[config.mk]
export PLATFORM = sky130hd
export DESIGN_NAME = debug_hex_display
export DESIGN_NICKNAME = d
export VERILOG_FILES = /design/src/rtl/debug_hex_display.sv
export SDC_FILE = /design/constraint.sdc
export NUM_CORES = 1
export LEC_CHECK = 0
export CORE_ASPECT_RATIO = 1.75
export CORE_MARGIN = 4
export CORE_UTILIZATION = 54
export DETAILED_ROUTE_END_ITERATION = 10
export GPL_ROUTABILITY_DRIVEN = 0
export PLACE_DENSITY = 0.91
export SLEW_MARGIN = 40
export SYNTH_ARGS = -nofsm -noshare
export SYNTH_HDL_FRONTEND = slang
export SYNTH_SLANG_ARGS = --single-unit
[constraint.sdc]
create_clock -name clk -period 4.3 [get_ports clk]
set_clock_uncertainty 0.2 [all_clocks]
set_input_delay 0.86 -clock clk [delete_from_list [all_inputs] [get_ports clk]]
set_output_delay 0.86 -clock clk [all_outputs]
set_load 0.005 [all_outputs]
[src/rtl/debug_hex_display.sv]
// Debug readout: selects one of NUM_CH packed channels, manually or by timed auto-scroll, and
// drives active-low gfedcba seven-segment patterns with optional leading-zero blanking.
module debug_hex_display #(
  parameter int unsigned NUM_CH   = 4,
  parameter int unsigned CH_WIDTH = 16,
  parameter int unsigned DWELL    = 4194304,
  parameter int unsigned SW_W     = (NUM_CH > 2) ? $clog2(NUM_CH) : 1,
  parameter int unsigned NDIG     = CH_WIDTH / 4
) (
  input  logic                       clk,
  input  logic                       rst,
  input  logic [NUM_CH*CH_WIDTH-1:0] ch_data,
  input  logic [SW_W-1:0]            sel,
  input  logic                       auto,
  input  logic                       freeze,
  input  logic                       blank_en,
  output logic [NDIG*7-1:0]          seg,
  output logic [SW_W-1:0]            cur_ch,
  output logic                       wrap
);

  localparam int unsigned     CntW    = (DWELL > 2) ? $clog2(DWELL) : 1;
  localparam logic [CntW-1:0] CntLast = CntW'(DWELL - 1);
  localparam logic [SW_W-1:0] ChLast  = SW_W'(NUM_CH - 1);

  logic [SW_W-1:0]     cur_ch_q, cur_ch_d;
  logic [CntW-1:0]     cnt_q, cnt_d;
  logic [CH_WIDTH-1:0] val_q, val_d;
  logic                wrap_q, wrap_d;
  logic                auto_q;
  logic [CH_WIDTH-1:0] ch_sel;

  assign cur_ch = cur_ch_q;
  assign wrap   = wrap_q;

  always_comb begin
    ch_sel = '0;
    for (int unsigned i = 0; i < NUM_CH; i++) begin
      if (cur_ch_q == SW_W'(i)) ch_sel = ch_data[i*CH_WIDTH +: CH_WIDTH];
    end
  end

  always_comb begin
    cur_ch_d = cur_ch_q;
    cnt_d    = cnt_q;
    val_d    = val_q;
    wrap_d   = 1'b0;
    if (!freeze) begin
      // Snapshot follows the channel latched last cycle, not the one being selected now.
      val_d = ch_sel;
      if (!auto) begin
        cur_ch_d = (sel > ChLast) ? ChLast : sel;
        cnt_d    = '0;
      end else if (!auto_q) begin
        cnt_d = '0;
      end else if (cnt_q == CntLast) begin
        cnt_d = '0;
        if (cur_ch_q == ChLast) begin
          cur_ch_d = '0;
          wrap_d   = 1'b1;
        end else begin
          cur_ch_d = cur_ch_q + SW_W'(1);
        end
      end else begin
        cnt_d = cnt_q + CntW'(1);
      end
    end
  end

  always_ff @(posedge clk) begin
    if (rst) begin
      cur_ch_q <= '0;
      cnt_q    <= '0;
      val_q    <= '0;
      wrap_q   <= 1'b0;
      auto_q   <= 1'b0;
    end else begin
      cur_ch_q <= cur_ch_d;
      cnt_q    <= cnt_d;
      val_q    <= val_d;
      wrap_q   <= wrap_d;
      auto_q   <= auto;
    end
  end

  function automatic logic [6:0] hex_glyph(input logic [3:0] nib);
    logic [6:0] g;
    unique case (nib)
      4'h0: g = 7'h40;
      4'h1: g = 7'h79;
      4'h2: g = 7'h24;
      4'h3: g = 7'h30;
      4'h4: g = 7'h19;
      4'h5: g = 7'h12;
      4'h6: g = 7'h02;
      4'h7: g = 7'h78;
      4'h8: g = 7'h00;
      4'h9: g = 7'h18;
      4'hA: g = 7'h08;
      4'hB: g = 7'h03;
      4'hC: g = 7'h46;
      4'hD: g = 7'h21;
      4'hE: g = 7'h06;
      4'hF: g = 7'h0E;
      default: g = 7'h7F;
    endcase
    return g;
  endfunction

  logic       lead;
  logic [3:0] nib;

  // Scan from the most significant digit; lead stays set until the first non-zero nibble.
  always_comb begin
    seg  = '0;
    lead = 1'b1;
    nib  = '0;
    for (int k = int'(NDIG) - 1; k >= 0; k--) begin
      nib = val_q[k*4 +: 4];
      if (nib != 4'd0 || k == 0) lead = 1'b0;
      seg[k*7 +: 7] = (blank_en && lead) ? 7'h7F : hex_glyph(nib);
    end
  end

endmodule
* Word level (Yosys, flattened, before mapping)
Memories as Yosys holds them, arrays and structs flattened. A register that Yosys moved wholly into a read port is not among the register bits.
Cells that the tools add are included.
** Word-level totals
- Register bits after elaboration :: 42
- ROM bits :: 448
- Bits of input ports :: 71
- Output and inout port bits :: 31
- Memories kept :: 4
** Cells by class
- Add/sub/neg operators :: 2
- Order comparisons :: 1
- Equal/unequal tests :: 6
- Multiplexer cells :: 27
- Bitwise operators :: 4
- Reductions and logical operators :: 9
** Memories
- (name not given) :: words 16, bits a word 7, rd ports 1, clocked after memory_dff 1, write ports 0, RTL line 88 : unique case (nib)
- (name not given) :: words 16, bits a word 7, rd ports 1, clocked after memory_dff 1, write ports 0, RTL line 88
- (name not given) :: words 16, bits a word 7, rd ports 1, clocked after memory_dff 1, write ports 0, RTL line 88
- (name not given) :: words 16, bits a word 7, rd ports 1, clocked after memory_dff 1, write ports 0, RTL line 88
** Operators with widths (number)
- $mux W22 :: 3
- $mux W16 :: 4
- $mux W4 :: 8
- $add A22 B1 Y22 const B :: 1
- $eq A22 B22 Y1 const B :: 1
- $mux W7 :: 3
- $reduce_bool A4 Y1 :: 3
- $mux W2 :: 5
- $reduce_or A5 Y1 :: 1
- $eq A2 B2 Y1 const B :: 2
- $mux W1 :: 4
- $ne A2 B1 Y1 const B :: 2
- $not A1 Y1 :: 4
- $logic_and A1 B1 Y1 :: 3
- $reduce_and A3 Y1 :: 1
- $add A2 B1 Y2 const B :: 1
- $eq A2 B1 Y1 const B :: 1
- $gt A2 B2 Y1 const B :: 1
- $logic_not A2 Y1 :: 1

* Longest topological paths before layout
- Word-level depth :: 7
- Depth in mapped cells :: 15
- Depth with buffers taken out :: 12

* Worst setup path before layout
OpenSTA, ideal clock, no wires.
- Path kind :: input-to-reg
- From :: in freeze
- To :: reg with a tool-made name
- Arrival :: 2667 ps
- Data required time :: 3985 ps
- Path slack :: 1318 ps
- Stages :: 10
- Path buffers :: 3
- Path through :: buf_2 > buf_4 > clkbuf_1 > a222oi_1 > nor2_1 > inv_1 > ha_1 > a211oi_1 > a21oi_1 > o21a_1
** RTL lines
- start: declaration :: RTL line 15 : input logic freeze,

* Worst setup path after layout
- From :: in blank_en
- To :: out seg[11]
** On the way
- Longest elaborated chain between the ends :: 2
** RTL lines
- start: declaration :: RTL line 16 : input logic blank_en,
- $logic_and A1 B1 Y1 :: RTL line 121 : seg[k*7 +: 7] = (blank_en && lead) ? 7'h7F : hex_glyph(nib);
- $mux W7 :: RTL line 121
- end: declaration :: RTL line 17 : output logic [NDIG*7-1:0] seg,
Every way passes these cells.

==> summary.md <==
| Metric | Value |
|---|---|
| Worst Path Required | 3240 ps |
| Area occupied by multi-input gates | 0.00257 mm2 |
| Vias in the first global route | 4399 |
| DP Cell Count | 695 |
| Setup Buffers After CTS | 0 |
| Busiest grt layer | met2 |
| Met3 usage | 6.59% |
| Synth top area cells | dfxtp_1, ha_1, a21oi_1 |
| Fillers | 545 |
| Die width | 75.1 um |
| Worst skew pair latency | 330 ps |
| Fraction of registers with async set/reset | 0% |
| Critical path peak fanout | 8 |
| First-pass GRT wire length | 20.8 mm |
| Avg Synthesized Cell Area | 8.10 um2 |
| M2 GR Usage | 48.7% |
| Placed cell area | 0.00529 mm2 |
| Number of nets in the layout | 714 |
| Top FF cell, synth | dfxtp_1 |
| Clock sinks | 70 |
| Number of synthesized register bits | 70 |
| Final Hold Vio Count | 0 |
| Vias per Instance | 6.52 |
| Tcrit/Tclk final | 83.9% |
| CTS Buffer Depth | 2 |
| Die height | 125 um |
| Post-route cell area | 0.00555 mm2 |
| First-pass iteration count of the detailed router | 5 |
| Setup crit end kind | primary output |
| Synth Cell Area | 0.00426 mm2 |
| P per Cell Area | 343 mW/mm2 |
| Drt total wl | 13.3 mm |
| Remaining global-route overflow | 0 |
| CP arrival | 2550 ps |
| Seq/Total Area, Yosys | 32.9% |
| Critical path depth in cells | 5 |
| Synth warn | 0 |
| Area Overhead vs Synth | 30.3% |
| Maximum VDD drop | 0.222 mV |
| Worst Max-Slew Pin Slew | 740 ps |
| CP max stage cell | clkdlybuf4s50_1 |
| Resized cells post-CTS | 0 |
| F_max | 277 MHz |
| Status | complete, no violations |
| Max cap viols | 0 |
| CTS Root Cell | clkbuf_16 |
| # DRC | 0 |
| Netlist cell types | 57 |
| Non-Filler Instances | 711 |
| Final period demand of the worst path | 3610 ps |
| CTS Buf Count | 9 |
| Leak pwr | 2.22 nW |
| Largest net degree at the start of global routing | 34 |
| CP top delay family | buffers and inverters |
| CTS tree | done |
| Syn Inst Count | 526 |
| Dpl ws | 649 ps |
| Starting density of the core | 55.9% |
| Worst slew margin relative to its limit | 50.7% |
| Die area | 0.00943 mm2 |
| Area leader, netlist | dfxtp_1 |
| WL/cell | 18.7 um |
| Total negative slack | 0 ps |
| Syn_nets | 622 |
| Overall Global Routing Usage | 28.1% |
| Most used cell along the critical path | clkdlybuf4s50_1 |
| Io pins | 102 |
| Initial antenna violation count | 0 |
| Inserted Diodes | 0 |
| Routed Antenna Nets | 0 |
| CP cell instances | clkdlybuf4s50_1 > and3_1 > nand2_1 > nand2b_1 > clkdlybuf4s50_1 |
| Yosys top cell area share | 32.9% |
| Post-synth EDFFs | 0 |
| WS Path Type | in -> out |
| Row cnt | 42 |
| Via count | 4635 |
| Cells on Worst Hold Path | 2 |
| CTS HTree Levels | 3 |
| Top-count cell post-synth | dfxtp_1 |
| HPWL Detailed | 9.68 mm |
| Core area | 0.00762 mm2 |
| # port buffers | 101 |
| Buf/Inv on CP | 2 |
| Slew Viols, Final | 0 |
| Setup Viol. Count Final | 0 |
| RSZ-0062 raised after global routing | no |
| Reg area | 0.00140 mm2 |
| Final WS setup | 690 ps |
| Most frequent cells after synthesis | dfxtp_1, a21oi_1, nand2_1, nor2_1, o21ai_0 |
| Worst Setup Start Kind | primary input |
| Largest stage delay on the critical path | 510 ps |
| Number of DRC markers in iteration 0 | 595 |
| R2r worst-path depth | 11 |
| Hold/Removal Path Class | reg -> reg |
| GR Util met1 | 30.5% |
| Hold Buf Count CTS | 0 |
| Clk slew on worst S/H paths | 50 ps |
| Layout cells sized above 1 | 7.70% |
[where the power goes]
| part | switching, mW | internal, mW | total (mW) |
|---|---|---|---|
| Sequential | 0.0186 | 0.706 | 0.724 |
| Combinational | 0.245 | 0.270 | 0.515 |
| Clock | 0.260 | 0.406 | 0.666 |
| Total | 0.524 | 1.38 | 1.91 |
[per-stage QoR]
stage | utilization, % | total power, mW | hold WS (ps)
2_1_floorplan | - | 0.994 | 262
3_3_place_gp | 69.4 | 1.21 | 282
3_5_place_dp | 69.4 | 1.24 | 300
4_1_cts | 72.8 | 1.89 | 309
5_1_grt | 72.8 | 1.98 | 330
6_report | 72.8 | 1.91 | 311
[logic make-up after synthesis]
kind of cell | synth area share (%)
AO/OA/AOI/OAI | 25.4
flip-flops | 32.9
buffers and inverters | 6.67
adder cells (fa/ha/maj) | 7.34
multiplexers | 3.61
AND/OR/NAND/NOR | 24.1
[routing by layer]
layer | wire (um) | part of all wire (%)
met2 | 6740 | 51
met4 | 625 | 4.7
met1 | 4630 | 35
met5 | 0 | 0
met3 | 1320 | 9.9
[placed cells by master (no fill, tap or decap), drive strengths merged, types with 3 or more instances in the layout]
cell type | netlist | layout
a211oi | 11 | 11
a21oi | 62 | 62
a221o | 8 | 8
a221oi | 3 | 3
a311oi | 4 | 4
a31oi | 9 | 9
and3 | 7 | 7
and3b | 6 | 6
buf | 23 | 11
clkbuf | 8 | 15
clkdlybuf4s50 | 0 | 101
clkinv | 2 | 3
dfxtp | 70 | 70
ha | 25 | 25
inv | 27 | 27
mux2 | 3 | 3
mux2i | 12 | 12
nand2 | 40 | 40
nand2b | 12 | 12
nand3 | 19 | 19
nand3b | 7 | 7
nand4 | 7 | 7
nand4b | 3 | 3
nor2 | 37 | 37
nor2b | 5 | 5
nor3 | 11 | 11
nor4 | 7 | 7
o21a | 3 | 3
o21ai | 26 | 26
o221ai | 6 | 6
o22ai | 12 | 12
o32ai | 5 | 5
or2 | 16 | 16
or3 | 7 | 7
[path summary, 6_finish.rpt]
path / startpoint / endpoint / slack [ps]
hold / removal: cnt_q[14] / cnt_q[14] / 310
hold reg to reg: cnt_q[14] / cnt_q[14] / 310
setup / recovery: blank_en / seg[11] / 690
setup reg to reg: cur_ch[0] / flip-flop / 790
[worst min-delay path, cell delays in order (launching register included)]
cell and delay [ps]:
dfxtp_1 340, nand2_1 70, a21oi_1 50
[cell type report]
type	count	share of cell area, %
Tap cell	88	1.98
Clock buffer	15	4.64
Inverter	29	1.96
Clock inverter	1	0.0902
Sequential cell	70	25.2
Timing Repair Buffer	112	19.7
Multi-Input combinational cell	396	46.4
No activity file was read; power rests on OpenSTA's default activity.
